File: src/rtl/usb_fs_out_xfer_ctrl.sv
// USB full-speed OUT/SETUP transaction sequencer.
// Claims one OUT endpoint per token, forwards payload minus CRC16, picks the handshake.
module usb_fs_out_xfer_ctrl #(
    parameter int NUM_OUT_EP = 2,
    parameter int MAX_PKT    = 64,
    parameter int RX_TIMEOUT = 255
) (
    input  logic                  clk,
    input  logic                  reset,
    input  logic [6:0]            dev_addr,
    input  logic                  rx_pkt_start,
    input  logic                  rx_pkt_end,
    input  logic [3:0]            rx_pid,
    input  logic [6:0]            rx_addr,
    input  logic [3:0]            rx_endp,
    input  logic                  rx_valid_packet,
    input  logic                  rx_data_put,
    input  logic [7:0]            rx_data,
    input  logic [NUM_OUT_EP-1:0] ep_enable,
    input  logic [NUM_OUT_EP-1:0] ep_stall,
    input  logic [NUM_OUT_EP-1:0] ep_ready,
    output logic [NUM_OUT_EP-1:0] ep_put,
    output logic [7:0]            ep_data,
    output logic [NUM_OUT_EP-1:0] ep_setup,
    output logic [NUM_OUT_EP-1:0] ep_commit,
    output logic [NUM_OUT_EP-1:0] ep_discard,
    output logic                  hs_req,
    output logic [3:0]            hs_pid,
    input  logic                  hs_grant,
    output logic                  busy
);

    localparam int TW = $clog2(RX_TIMEOUT + 1);
    localparam int CW = $clog2(MAX_PKT + 2);

    localparam logic [3:0] PID_OUT   = 4'b0001;
    localparam logic [3:0] PID_SETUP = 4'b1101;
    localparam logic [3:0] PID_DATA0 = 4'b0011;
    localparam logic [3:0] PID_DATA1 = 4'b1011;
    localparam logic [3:0] PID_ACK   = 4'b0010;
    localparam logic [3:0] PID_NAK   = 4'b1010;
    localparam logic [3:0] PID_STALL = 4'b1110;

    typedef enum logic [1:0] {
        IDLE,
        WAIT_DATA,
        DATA_RX,
        HANDSHAKE
    } state_t;

    state_t                state_q, state_d;
    logic [NUM_OUT_EP-1:0] ep_sel_q, ep_sel_d;
    logic                  is_setup_q, is_setup_d;
    logic [NUM_OUT_EP-1:0] toggle_q, toggle_d;
    logic [TW-1:0]         tmo_q, tmo_d;
    logic [CW-1:0]         cnt_q, cnt_d;
    logic [7:0]            dly0_q, dly0_d;
    logic [7:0]            dly1_q, dly1_d;
    logic [1:0]            held_q, held_d;
    logic [NUM_OUT_EP-1:0] ep_put_q, ep_put_d;
    logic [7:0]            ep_data_q, ep_data_d;
    logic [NUM_OUT_EP-1:0] ep_setup_q, ep_setup_d;
    logic [NUM_OUT_EP-1:0] ep_commit_q, ep_commit_d;
    logic [NUM_OUT_EP-1:0] ep_discard_q, ep_discard_d;
    logic                  hs_req_q, hs_req_d;
    logic [3:0]            hs_pid_q, hs_pid_d;

    logic [NUM_OUT_EP-1:0] tok_sel;
    logic                  tok_ok;
    logic                  cur_ready;
    logic                  cur_stall;
    logic                  cur_tog;
    logic                  data_ok;

    // Decode the ending token and select the addressed endpoint (none if out of range).
    always_comb begin
        tok_sel = '0;
        for (int i = 0; i < NUM_OUT_EP; i++) begin
            tok_sel[i] = (rx_endp == 4'(i));
        end
        tok_ok = rx_pkt_end && rx_valid_packet
              && (rx_pid == PID_OUT || rx_pid == PID_SETUP)
              && (rx_addr == dev_addr)
              && |(tok_sel & ep_enable);
        cur_ready = |(ep_ready & ep_sel_q);
        cur_stall = |(ep_stall & ep_sel_q);
        cur_tog   = |(toggle_q & ep_sel_q);
        data_ok   = rx_valid_packet
                 && (rx_pid == PID_DATA0 || rx_pid == PID_DATA1);
    end

    // Next-state, datapath and registered-output computation.
    always_comb begin
        state_d      = state_q;
        ep_sel_d     = ep_sel_q;
        is_setup_d   = is_setup_q;
        toggle_d     = toggle_q;
        tmo_d        = tmo_q;
        cnt_d        = cnt_q;
        dly0_d       = dly0_q;
        dly1_d       = dly1_q;
        held_d       = held_q;
        ep_put_d     = '0;
        ep_data_d    = ep_data_q;
        ep_commit_d  = '0;
        ep_discard_d = '0;
        hs_req_d     = hs_req_q;
        hs_pid_d     = hs_pid_q;

        unique case (state_q)
            IDLE: begin
                if (tok_ok) begin
                    state_d    = WAIT_DATA;
                    ep_sel_d   = tok_sel;
                    is_setup_d = (rx_pid == PID_SETUP);
                    tmo_d      = '0;
                    cnt_d      = '0;
                    held_d     = '0;
                    if (rx_pid == PID_SETUP) begin
                        toggle_d = toggle_q & ~tok_sel;
                    end
                end
            end
            WAIT_DATA: begin
                if (rx_pkt_start) begin
                    state_d = DATA_RX;
                    cnt_d   = '0;
                    held_d  = '0;
                end else if (tmo_q == TW'(RX_TIMEOUT)) begin
                    state_d = IDLE;
                end else begin
                    tmo_d = tmo_q + TW'(1);
                end
            end
            DATA_RX: begin
                if (rx_pkt_end) begin
                    if (!data_ok || cnt_q > CW'(MAX_PKT)) begin
                        ep_discard_d = ep_sel_q;
                        state_d      = IDLE;
                    end else if (is_setup_q) begin
                        if (rx_pid != PID_DATA0 || !cur_ready) begin
                            ep_discard_d = ep_sel_q;
                            state_d      = IDLE;
                        end else begin
                            ep_commit_d = ep_sel_q;
                            toggle_d    = toggle_q | ep_sel_q;
                            hs_req_d    = 1'b1;
                            hs_pid_d    = PID_ACK;
                            state_d     = HANDSHAKE;
                        end
                    end else begin
                        state_d  = HANDSHAKE;
                        hs_req_d = 1'b1;
                        if (cur_stall) begin
                            ep_discard_d = ep_sel_q;
                            hs_pid_d     = PID_STALL;
                        end else if (!cur_ready) begin
                            ep_discard_d = ep_sel_q;
                            hs_pid_d     = PID_NAK;
                        end else if (rx_pid[3] != cur_tog) begin
                            ep_discard_d = ep_sel_q;
                            hs_pid_d     = PID_ACK;
                        end else begin
                            ep_commit_d = ep_sel_q;
                            toggle_d    = toggle_q ^ ep_sel_q;
                            hs_pid_d    = PID_ACK;
                        end
                    end
                end else if (rx_data_put) begin
                    if (held_q == 2'd2) begin
                        ep_put_d  = ep_sel_q;
                        ep_data_d = dly1_q;
                        if (cnt_q != CW'(MAX_PKT + 1)) begin
                            cnt_d = cnt_q + CW'(1);
                        end
                    end else begin
                        held_d = held_q + 2'd1;
                    end
                    dly1_d = dly0_q;
                    dly0_d = rx_data;
                end
            end
            HANDSHAKE: begin
                if (hs_req_q && hs_grant) begin
                    hs_req_d = 1'b0;
                    state_d  = IDLE;
                end
            end
            default: state_d = IDLE;
        endcase

        ep_setup_d = (state_d != IDLE && is_setup_d) ? ep_sel_d : '0;
    end

    // State and output registers; reset abandons any transaction in flight.
    always_ff @(posedge clk or posedge reset) begin
        if (reset) begin
            state_q      <= IDLE;
            ep_sel_q     <= '0;
            is_setup_q   <= 1'b0;
            toggle_q     <= '0;
            tmo_q        <= '0;
            cnt_q        <= '0;
            dly0_q       <= '0;
            dly1_q       <= '0;
            held_q       <= '0;
            ep_put_q     <= '0;
            ep_data_q    <= '0;
            ep_setup_q   <= '0;
            ep_commit_q  <= '0;
            ep_discard_q <= '0;
            hs_req_q     <= 1'b0;
            hs_pid_q     <= '0;
        end else begin
            state_q      <= state_d;
            ep_sel_q     <= ep_sel_d;
            is_setup_q   <= is_setup_d;
            toggle_q     <= toggle_d;
            tmo_q        <= tmo_d;
            cnt_q        <= cnt_d;
            dly0_q       <= dly0_d;
            dly1_q       <= dly1_d;
            held_q       <= held_d;
            ep_put_q     <= ep_put_d;
            ep_data_q    <= ep_data_d;
            ep_setup_q   <= ep_setup_d;
            ep_commit_q  <= ep_commit_d;
            ep_discard_q <= ep_discard_d;
            hs_req_q     <= hs_req_d;
            hs_pid_q     <= hs_pid_d;
        end
    end

    assign ep_put     = ep_put_q;
    assign ep_data    = ep_data_q;
    assign ep_setup   = ep_setup_q;
    assign ep_commit  = ep_commit_q;
    assign ep_discard = ep_discard_q;
    assign hs_req     = hs_req_q;
    assign hs_pid     = hs_pid_q;
    assign busy       = (state_q != IDLE);

endmodule
File: config.mk
export PLATFORM = sky130hd
export DESIGN_NAME = usb_fs_out_xfer_ctrl
export DESIGN_NICKNAME = d
export VERILOG_FILES = /design/src/rtl/usb_fs_out_xfer_ctrl.sv
export SDC_FILE = /design/constraint.sdc
export NUM_CORES = 1
export LEC_CHECK = 0
export ABC_AREA = 1
export CAP_MARGIN = 20
export CORE_ASPECT_RATIO = 0.6
export CORE_UTILIZATION = 25
export CTS_BUF_LIST = sky130_fd_sc_hd__clkbuf_8 sky130_fd_sc_hd__clkbuf_16
export CTS_CLUSTER_DIAMETER = 120
export DETAILED_ROUTE_END_ITERATION = 8
export SLEW_MARGIN = 20
export SYNTH_ARGS = -nofsm -noshare
export SYNTH_HDL_FRONTEND = slang
export SYNTH_SLANG_ARGS = --single-unit
File: constraint.sdc
create_clock -name clk -period 3.31 [get_ports clk]
set_input_delay 0.662 -clock clk [delete_from_list [all_inputs] [get_ports clk]]
set_output_delay 0.662 -clock clk [all_outputs]
set_load 0.1 [all_outputs]
==> results by group, run 1 <==
Global route
  • First-pass GRT wire length: 12800 um
  • GRT Residual Overflow: 0
  • M3 GR Usage: 0.0391
  • Antenna violations before repair: 0
  • Largest net degree at the start of global routing: 34
  • All-Layer GR Usage: 0.124
  • Met2 GRT Util: 0.170
  • Vias in the first global route: 2642
  • GRT busiest layer: met1
  • Met1 Use GR: 0.181

Routing
  • WL per Instance: 11.4 um
  • Number of DRC markers in iteration 0: 143
  • DRT antenna net count: 0
  • Via density: 4.21
  • Vias post-DR: 2777
  • Drt first pass iters: 4
  • Post-Route WL: 7500 um
  • Drc violations: 0

Die
  • Die area: 0.0133 sq mm
  • Core area: 0.0123 sq mm
  • Top-level I/O count: 65
  • DIE HEIGHT: 89.8 um
  • Initial Util: 0.261
  • Die width: 148 um
  • Row count: 31

Power
  • Clock Power Share: 0.311
  • Psw: 1270 uW
  • Flop pwr share: 0.337
  • Switching share of power: 0.397
  • Power per cell area: 742 mW/mm^2
  • P_int: 1920 uW
  • Combinational share of power: 0.353
  • Leakage power: 0.00228 uW
  • Maximum vdd drop: 0.000420 V
  • Power Total: 3190 uW

Setup path
  • CP Cell Sequence: clkdlybuf4s50_1, inv_1, nand2_1, nor2_4, nand2_1, inv_2, nand2_1, nand2_1
  • Crit path buf inv count: 3
  • Crit path DAT: 2.42 ns
  • CP max stage cell: clkdlybuf4s50_1
  • Crit Path Category: primary input to register
  • Setup crit start: rx_pkt_end
  • Max incr delay on CP: 0.45 ns
  • Max Fanout on Critical Path: 18
  • Largest delay share family, worst path: simple AND/OR/NAND/NOR gates
  • Crit end category: register
  • Reg-to-reg slack, setup: 1.48 ns
  • WP data required: 3.57 ns
  • Worst Setup EP: ep_data[6]
  • Top cell by count, worst path: nand2_1
  • R2r startpoint: state_q[0]
  • Reg-to-Reg End: ep_data[6]
  • Number of cells on the critical path: 8
  • CP Launch Type: primary input
  • R2R cell count: 7

STA
  • Slew headroom: 0.583
  • Worst-Margin Slew: 0.624 ns
  • Setup Skew: 0.00275 ns
  • Setup TNS: 0 ns
  • Fmax: 463 MHz
  • Crit share post-route: 0.652
  • Slew Viols, Final: 0
  • RSZ-0062 raised after global routing: no
  • Final setup viols: 0
  • Final Hold Viols: 0
  • Minimum clock period: 2.16 ns

Final layout
  • Nets: 542
  • Area Growth Syn to Fin: 33.8%
  • Leading cell type in the layout, fill and taps excluded: nand2_1
  • Most frequent cells in the layout: nand2_1, dfrtp_1, inv_1
  • Antenna Cells: 0
  • Layout cells sized above 1: 0.141

Clock tree
  • Clock transition at path regs: 0.05 ns
  • Worst-Skew Late Latency: 0.33 ns
  • CTS Sinks: 60
  • CTS H-tree depth: 3
  • Hold_buf cts: 0
  • Post-CTS setup buffer count: 0
  • Resized Gates After CTS: 0
  • CTS tree: yes
  • CTS buffer count: 9
  • Worst-case clock buffer depth: 2
  • Clock Root Buffer: clkbuf_16

Yosys
  • Cells after Synth: 421
  • Synth Cell Area: 0.00321 sq mm
  • Synth area leader: dfrtp_1
  • Mapped Nets: 473
  • Top post-synthesis cells by area: dfrtp_1, nand2_1, inv_1
  • Syn_area_per_cell: 7.62 sq um
  • Distinct cell type count of the synthesized netlist: 33
  • Synth warn: 0
  • Yosys top cell area share: 0.468
  • Sequential area share after synthesis: 0.468
  • Synthesized flop and latch total: 60

Worst hold path
  • Worst Hold Class: register to register
  • Critical hold path startpoint: dly1_q[2]

Placement
  • I/O Buffers: 63
  • HPWL after DPL: 5770 um
  • Final Wtd Congestion: 0.801

Run
  • Max-cap viol count: 0

Status
  • Status: complete, no violations
==> state kept, by name, summed over array words and instances (netlist names) <==
name / count
dly0_q: 8
dly1_q: 8
ep_data: 8
tmo_q: 8
cnt_q: 7
hs_pid: 3
ep_commit: 2
ep_discard: 2
ep_put: 2
ep_sel_q: 2
ep_setup: 2
held_q: 2
state_q: 2
toggle_q: 2
hs_req: 1
is_setup_q: 1
==> metal layers <==
layer,wire [um],vias to the layer above
met2,2960,54
met5,0,-
met3,403,10
met1,4030,1264
li1,-,1449
met4,105,0
==> area by class of cell <==
type,count,area (sq um)
Clock buffer,10,239
Clock inverter,6,80.1
Fill cell,1277,8000
Inverter,58,218
Multi-Input combinational cell,297,1450
Sequential cell,60,1500
Tap cell,165,206
Timing Repair Buffer,64,598
==> worst min path at each step <==
stage | endpoint | slack [ns] | cells past startpoint
finish | ep_data[2] | 0.47 | 2
global route | dly1_q[7] | 0.49 | 2
CTS | ep_data[2] | 0.47 | 2
detailed placement | ep_data[2] | 0.46 | 2
global placement | dly0_q[0] | 0.46 | 2
floorplan | dly0_q[0] | 0.44 | 2
==> worst min-delay path, delay by kind of cell, from the launching register on <==
| kind | cells | cell delay, ns |
|---|---|---|
| flops | 1 | 0.34 |
| simple gates | 2 | 0.09 |
==> through the flow <==
stage	instance area, sq um	cells	setup WS (ns)	util	hold WS (ns)
final	4290	660	1.15	0.349	0.467
after global routing	4290	660	0.972	0.349	0.493
after CTS	4290	660	1.16	0.349	0.474
after detailed placement	3980	644	0.822	0.323	0.460
after global placement	3980	644	0.891	0.323	0.459
after floorplan	3210	421	1.16	-	0.442
==> power groups by stage <==
stage | sequential, uW | clock [uW] | combinational [uW]
after floorplan | 1330 | 0 | 594
final | 1070 | 990 | 1120
after CTS | 1070 | 1010 | 1130
after detailed placement | 1080 | 0 | 1120
after global routing | 1100 | 1040 | 1240
after global placement | 1080 | 0 | 1110
==> kinds of logic (layout without fill, tap and decap cells) <==
group           count (synthesis)  after routing  synth area share
simple gates                  244            244             0.328
other cells                     1              1           0.00117
xor+xnor                        5              5            0.0136
fa+ha+maj                       9              9            0.0351
compound gates                 37             37            0.0710
mux                             1              1           0.00312
flops                          60             60             0.468
buf+inv                        64            138            0.0799
==> cell usage after synthesis (all sizes together) <==
| cell | count |
|---|---|
| a21oi | 8 |
| buf | 4 |
| clkbuf | 2 |
| conb | 1 |
| dfrtp | 60 |
| ha | 9 |
| inv | 58 |
| mux2i | 1 |
| nand2 | 175 |
| nand3 | 24 |
| nand3b | 1 |
| nand4 | 5 |
| nor2 | 30 |
| nor3 | 4 |
| nor3b | 1 |
| o21ai | 23 |
| o21bai | 1 |
| o22a | 1 |
| o31ai | 4 |
| or2 | 4 |
| xor2 | 5 |
Note: power is estimated with default switching activity, not from simulation.
==> inputs of run 2 (changes only) <==
==> constraint.sdc (replaced) <==
create_clock -name clk -period 2 [get_ports clk]
set_input_delay 0.4 -clock clk [delete_from_list [all_inputs] [get_ports clk]]
set_output_delay 0.4 -clock clk [all_outputs]
set_load 0.1 [all_outputs]
==> results by group, run 2 (synthesis results as in run 1) <==
Final layout
  • Nets: 556
  • Antenna Cells: 0
  • Area Growth Syn to Fin: 36.6%
  • Layout cells sized above 1: 0.169
  • Most frequent cells in the layout: nand2_1, dfrtp_1, inv_1
  • Leading cell type in the layout, fill and taps excluded: nand2_1

Routing
  • Number of DRC markers in iteration 0: 181
  • Post-Route WL: 7730 um
  • Drt first pass iters: 4
  • Drc violations: 0
  • Vias post-DR: 2885
  • Via density: 4.28
  • DRT antenna net count: 0
  • WL per Instance: 11.5 um

STA
  • Minimum clock period: 1.78 ns
  • Hold Slack: 0.470 ns
  • Final setup viols: 0
  • Crit share post-route: 0.889
  • Final Hold Viols: 0
  • RSZ-0062 raised after global routing: no
  • Slew Viols, Final: 0
  • Fmax: 562 MHz
  • Setup Skew: 0.00642 ns

Clock tree
  • Worst-Skew Late Latency: 0.32 ns
  • Resized Gates After CTS: 0
  • Clock transition at path regs: 0.06 ns
  • CTS Sinks: 60
  • Post-CTS setup buffer count: 0
  • Worst-case clock buffer depth: 2
  • CTS buffer count: 9
  • Clock Root Buffer: clkbuf_16
  • CTS H-tree depth: 3
  • Hold_buf cts: 0
  • CTS tree: yes

Setup path
  • Crit path DAT: 2.03 ns
  • CP Launch Type: primary input
  • Max incr delay on CP: 0.47 ns
  • Crit end category: register
  • Crit Path Category: primary input to register
  • WP data required: 2.25 ns
  • Reg-to-Reg End: tmo_q[2]
  • Max Fanout on Critical Path: 9
  • CP Cell Sequence: clkdlybuf4s50_1, inv_1, nor2_2, nand2_1, nand2_1, inv_1, nor2_2, nand3_2, o21ai_1, nand2_1, nor2_1
  • R2R cell count: 8
  • Setup crit start: rx_pid[0]
  • R2r startpoint: tmo_q[0]
  • CP max stage cell: clkdlybuf4s50_1
  • Largest delay share family, worst path: simple AND/OR/NAND/NOR gates
  • Number of cells on the critical path: 11
  • Top cell by count, worst path: nand2_1
  • Reg-to-reg slack, setup: 0.31 ns
  • Crit path buf inv count: 3
  • Worst Setup EP: ep_setup[0]

Die
  • Row count: 31
  • Die area: 0.0133 sq mm
  • DIE HEIGHT: 89.8 um
  • Initial Util: 0.261
  • Core area: 0.0123 sq mm
  • Top-level I/O count: 65
  • Die width: 148 um

Placement
  • I/O Buffers: 63
  • Final Wtd Congestion: 0.801
  • HPWL after DPL: 5940 um

Global route
  • First-pass GRT wire length: 13400 um
  • GRT Residual Overflow: 0
  • Largest net degree at the start of global routing: 61
  • Vias in the first global route: 2756
  • All-Layer GR Usage: 0.128
  • Antenna violations before repair: 0

Run
  • Max-cap viol count: 0

Power
  • Maximum vdd drop: 0.000758 V
  • Leakage power: 0.00233 uW
  • Power Total: 5150 uW
  • Power per cell area: 1180 mW/mm^2

Status
  • Status: complete, no violations

Worst hold path
  • Worst Hold Class: primary input to async pin
[run 2: changes by cell type in the layout (fill, tap and decap cells not counted), sizes merged]
cell,change
bufinv,-2
buf,+14
clkbuf,-1
clkinv,+4
inv,-1
[run 2: metrics by stage]
stage          TNS [ns]   util  instance area [sq um]  setup WS [ns]  std cells
2_1_floorplan         0      -                   3210          0.115        421
3_3_place_gp     -0.397  0.334                   4110        -0.0472        658
3_5_place_dp     -0.945  0.334                   4110        -0.0810        658
4_1_cts               0  0.356                   4380          0.215        674
5_1_grt               0  0.356                   4380         0.0739        674
6_report              0  0.356                   4380          0.222        674
[run 2: cell type report]
type                       instances  area, sq um
fill                            1272         7910
inverter                          58          218
clock inverter                     7         52.6
multi-input combinational        297         1450
timing repair buffer              78          728
sequential                        60         1500
clock buffer                       9          225
tap                              165          206
[run 2: how the worst min path moves through the flow]
stage | startpoint | to | slack [ns] | cells past startpoint
after floorplan | dly0_q[0] | dly0_q[0] | 0.44 | 2
final | reset | ep_data[6] | 0.47 | 3
after detailed placement | dly0_q[6] | dly0_q[6] | 0.46 | 2
after global routing | reset | ep_data[6] | 0.47 | 3
after global placement | dly0_q[0] | dly0_q[0] | 0.46 | 2
after CTS | reset | ep_data[2] | 0.48 | 3
[run 2: worst min-delay path: stages]
cell             delay (ns)
clkdlybuf4s50_1        0.42
inv_2                  0.08
buf_12                 0.29
[run 2: layer usage]
metal / vias up / GRT usage / part of all wire
met2: 57 / 0.179 / 0.42
met1: 1339 / 0.189 / 0.52
met5: - / 0 / 0
met4: 0 / 0.0361 / 0.0066
met3: 6 / 0.0371 / 0.050
li1: 1483 / - / -
[run 2: report_power, final]
group / internal (uW) / leakage, uW / switching [uW] / total (uW)
clock: 842 / 0.000136 / 574 / 1420
sequential: 1540 / 0.000785 / 241 / 1780
combinational: 610 / 0.00141 / 1350 / 1960
==> inputs of run 3 (changes only) <==
--- a/config.mk
+++ b/config.mk
@@ -12,6 +12,8 @@
 export CTS_BUF_LIST = sky130_fd_sc_hd__clkbuf_8 sky130_fd_sc_hd__clkbuf_16
 export CTS_CLUSTER_DIAMETER = 120
 export DETAILED_ROUTE_END_ITERATION = 8
+export SETUP_SLACK_MARGIN = 0.2
+export SKIP_CTS_REPAIR_TIMING = 1
 export SLEW_MARGIN = 20
 export SYNTH_ARGS = -nofsm -noshare
 export SYNTH_HDL_FRONTEND = slang
==> results by group, run 3 (synthesis results as in run 1) <==
Clock tree
  • CTS Sinks: 60
  • CTS tree: yes
  • Clock transition at path regs: 0.06 ns
  • CTS buffer count: 9
  • CTS H-tree depth: 3
  • Worst-case clock buffer depth: 2
  • Clock Root Buffer: clkbuf_16
  • Worst-Skew Late Latency: 0.32 ns

STA
  • Final Hold Viols: 0
  • Final setup viols: 0
  • Crit share post-route: 0.866
  • Minimum clock period: 1.73 ns
  • Setup Skew: 0.00669 ns
  • Fmax: 577 MHz
  • Slew Viols, Final: 0
  • Setup TNS: 0 ns
  • RSZ-0062 raised after global routing: yes

Power
  • Power per cell area: 1220 mW/mm^2
  • Maximum vdd drop: 0.000419 V
  • Leakage power: 0.00241 uW
  • Power Total: 5530 uW

Placement
  • Placed instance count: 662
  • Final Wtd Congestion: 0.760
  • HPWL after DPL: 6000 um
  • Area after DPL: 0.00414 sq mm
  • I/O Buffers: 63

Global route
  • Antenna violations before repair: 0
  • All-Layer GR Usage: 0.126
  • Largest net degree at the start of global routing: 61
  • GRT Residual Overflow: 0
  • Vias in the first global route: 2647
  • First-pass GRT wire length: 13100 um

Routing
  • Post-Route WL: 7950 um
  • Number of DRC markers in iteration 0: 109
  • Via density: 4.18
  • Drt first pass iters: 4
  • WL per Instance: 11.7 um
  • Drc violations: 0
  • DRT antenna net count: 0
  • Vias post-DR: 2839

Die
  • Die area: 0.0133 sq mm
  • Die width: 148 um
  • Initial Util: 0.261
  • Row count: 31
  • Top-level I/O count: 65
  • Core area: 0.0123 sq mm
  • DIE HEIGHT: 89.8 um

Setup path
  • CP max stage cell: dfrtp_1
  • Crit end category: output port
  • R2r startpoint: tmo_q[0]
  • R2R cell count: 10
  • Max Fanout on Critical Path: 5
  • CP Cell Sequence: nor2_4, inv_1, buf_12
  • CP Launch Type: register
  • Crit Path Category: register to output port
  • Reg-to-Reg End: ep_setup[1]
  • Reg-to-reg slack, setup: 0.31 ns
  • WP data required: 1.60 ns
  • Crit path DAT: 1.33 ns
  • Max incr delay on CP: 0.46 ns

Run
  • Max-cap viol count: 0

Final layout
  • Layout cells sized above 1: 0.188
  • Area Growth Syn to Fin: 41.4%
  • Antenna Cells: 0
  • Nets: 562
  • Cell area after layout: 0.00454 sq mm
  • Most frequent cells in the layout: nand2_1, dfrtp_1, inv_1
  • Non-filler cells, final: 680
  • Fin util: 0.369
  • Leading cell type in the layout, fill and taps excluded: nand2_1

Worst hold path
  • Worst Hold Class: register to register
  • Hold Path Sink: dly0_q[0]
  • Critical hold path startpoint: dly0_q[0]
  • Hold Crit Depth: 2

Status
  • Status: complete, no violations
==> run 3: changes by cell type in the layout (fill, tap and decap cells not counted), moves of 2 or more <==
cell | before | now
clkinv_4 | 3 | 1
buf_4 | 33 | 37
nor2_4 | 2 | 5
dlymetal6s2s_1 | 0 | 4
bufinv_16 | 0 | 2
clkdlybuf4s50_1 | 42 | 38
nor2_1 | 22 | 20
nand3_4 | 1 | 3
==> run 3: final cells by class <==
cell class | instances | area (sq um)
Clock buffer | 9 | 225
Clock inverter | 7 | 98.8
Timing Repair Buffer | 83 | 779
Multi-Input combinational cell | 298 | 1500
Sequential cell | 60 | 1500
Inverter | 58 | 221
Tap cell | 165 | 206
Fill cell | 1258 | 7760
==> run 3: worst max-delay path, delay by kind of cell, from the launching register on <==
family	cells	cell delay, ns
buffers and inverters	2	0.33
DFF	1	0.46
and+or+nand+nor	1	0.21
==> run 3: worst max-delay path by stage <==
| stage | startpoint | endpoint | slack [ns] | cells after the start |
|---|---|---|---|---|
| after global placement | rx_endp[0] | tmo_q[3] | -0.10 | 11 |
| after global routing | dev_addr[0] | toggle_q[1] | 0.18 | 13 |
| final | state_q[0] | busy | 0.27 | 3 |
| after detailed placement | rx_endp[0] | ep_setup[1] | -0.19 | 11 |
| after CTS | rx_endp[0] | ep_setup[1] | 0.14 | 11 |
| after floorplan | state_q[1] | ep_setup[0] | 0.24 | 9 |
==> run 3: power breakdown <==
part	total, uW	switching, uW	internal (uW)	leakage, uW
registers	1790	249	1540	0.000783
logic	2080	1410	669	0.00147
clock network	1670	568	1100	0.000156
==> run 3: metal layers <==
metal | wire (um) | vias to the layer above | GRT usage
li1 | - | 1493 | -
met1 | 4280 | 1294 | 0.182
met2 | 3330 | 48 | 0.178
met3 | 322 | 4 | 0.0452
met4 | 20 | 0 | 0.0223
met5 | 0 | - | 0
==> run 3: metrics by stage <==
| stage | setup slack [ns] | hold slack, ns |
|---|---|---|
| after global routing | 0.176 | 0.493 |
| after CTS | 0.143 | 0.474 |
| after detailed placement | -0.192 | 0.459 |
| after floorplan | 0.236 | 0.442 |
| after global placement | -0.103 | 0.459 |
| final | 0.267 | 0.471 |
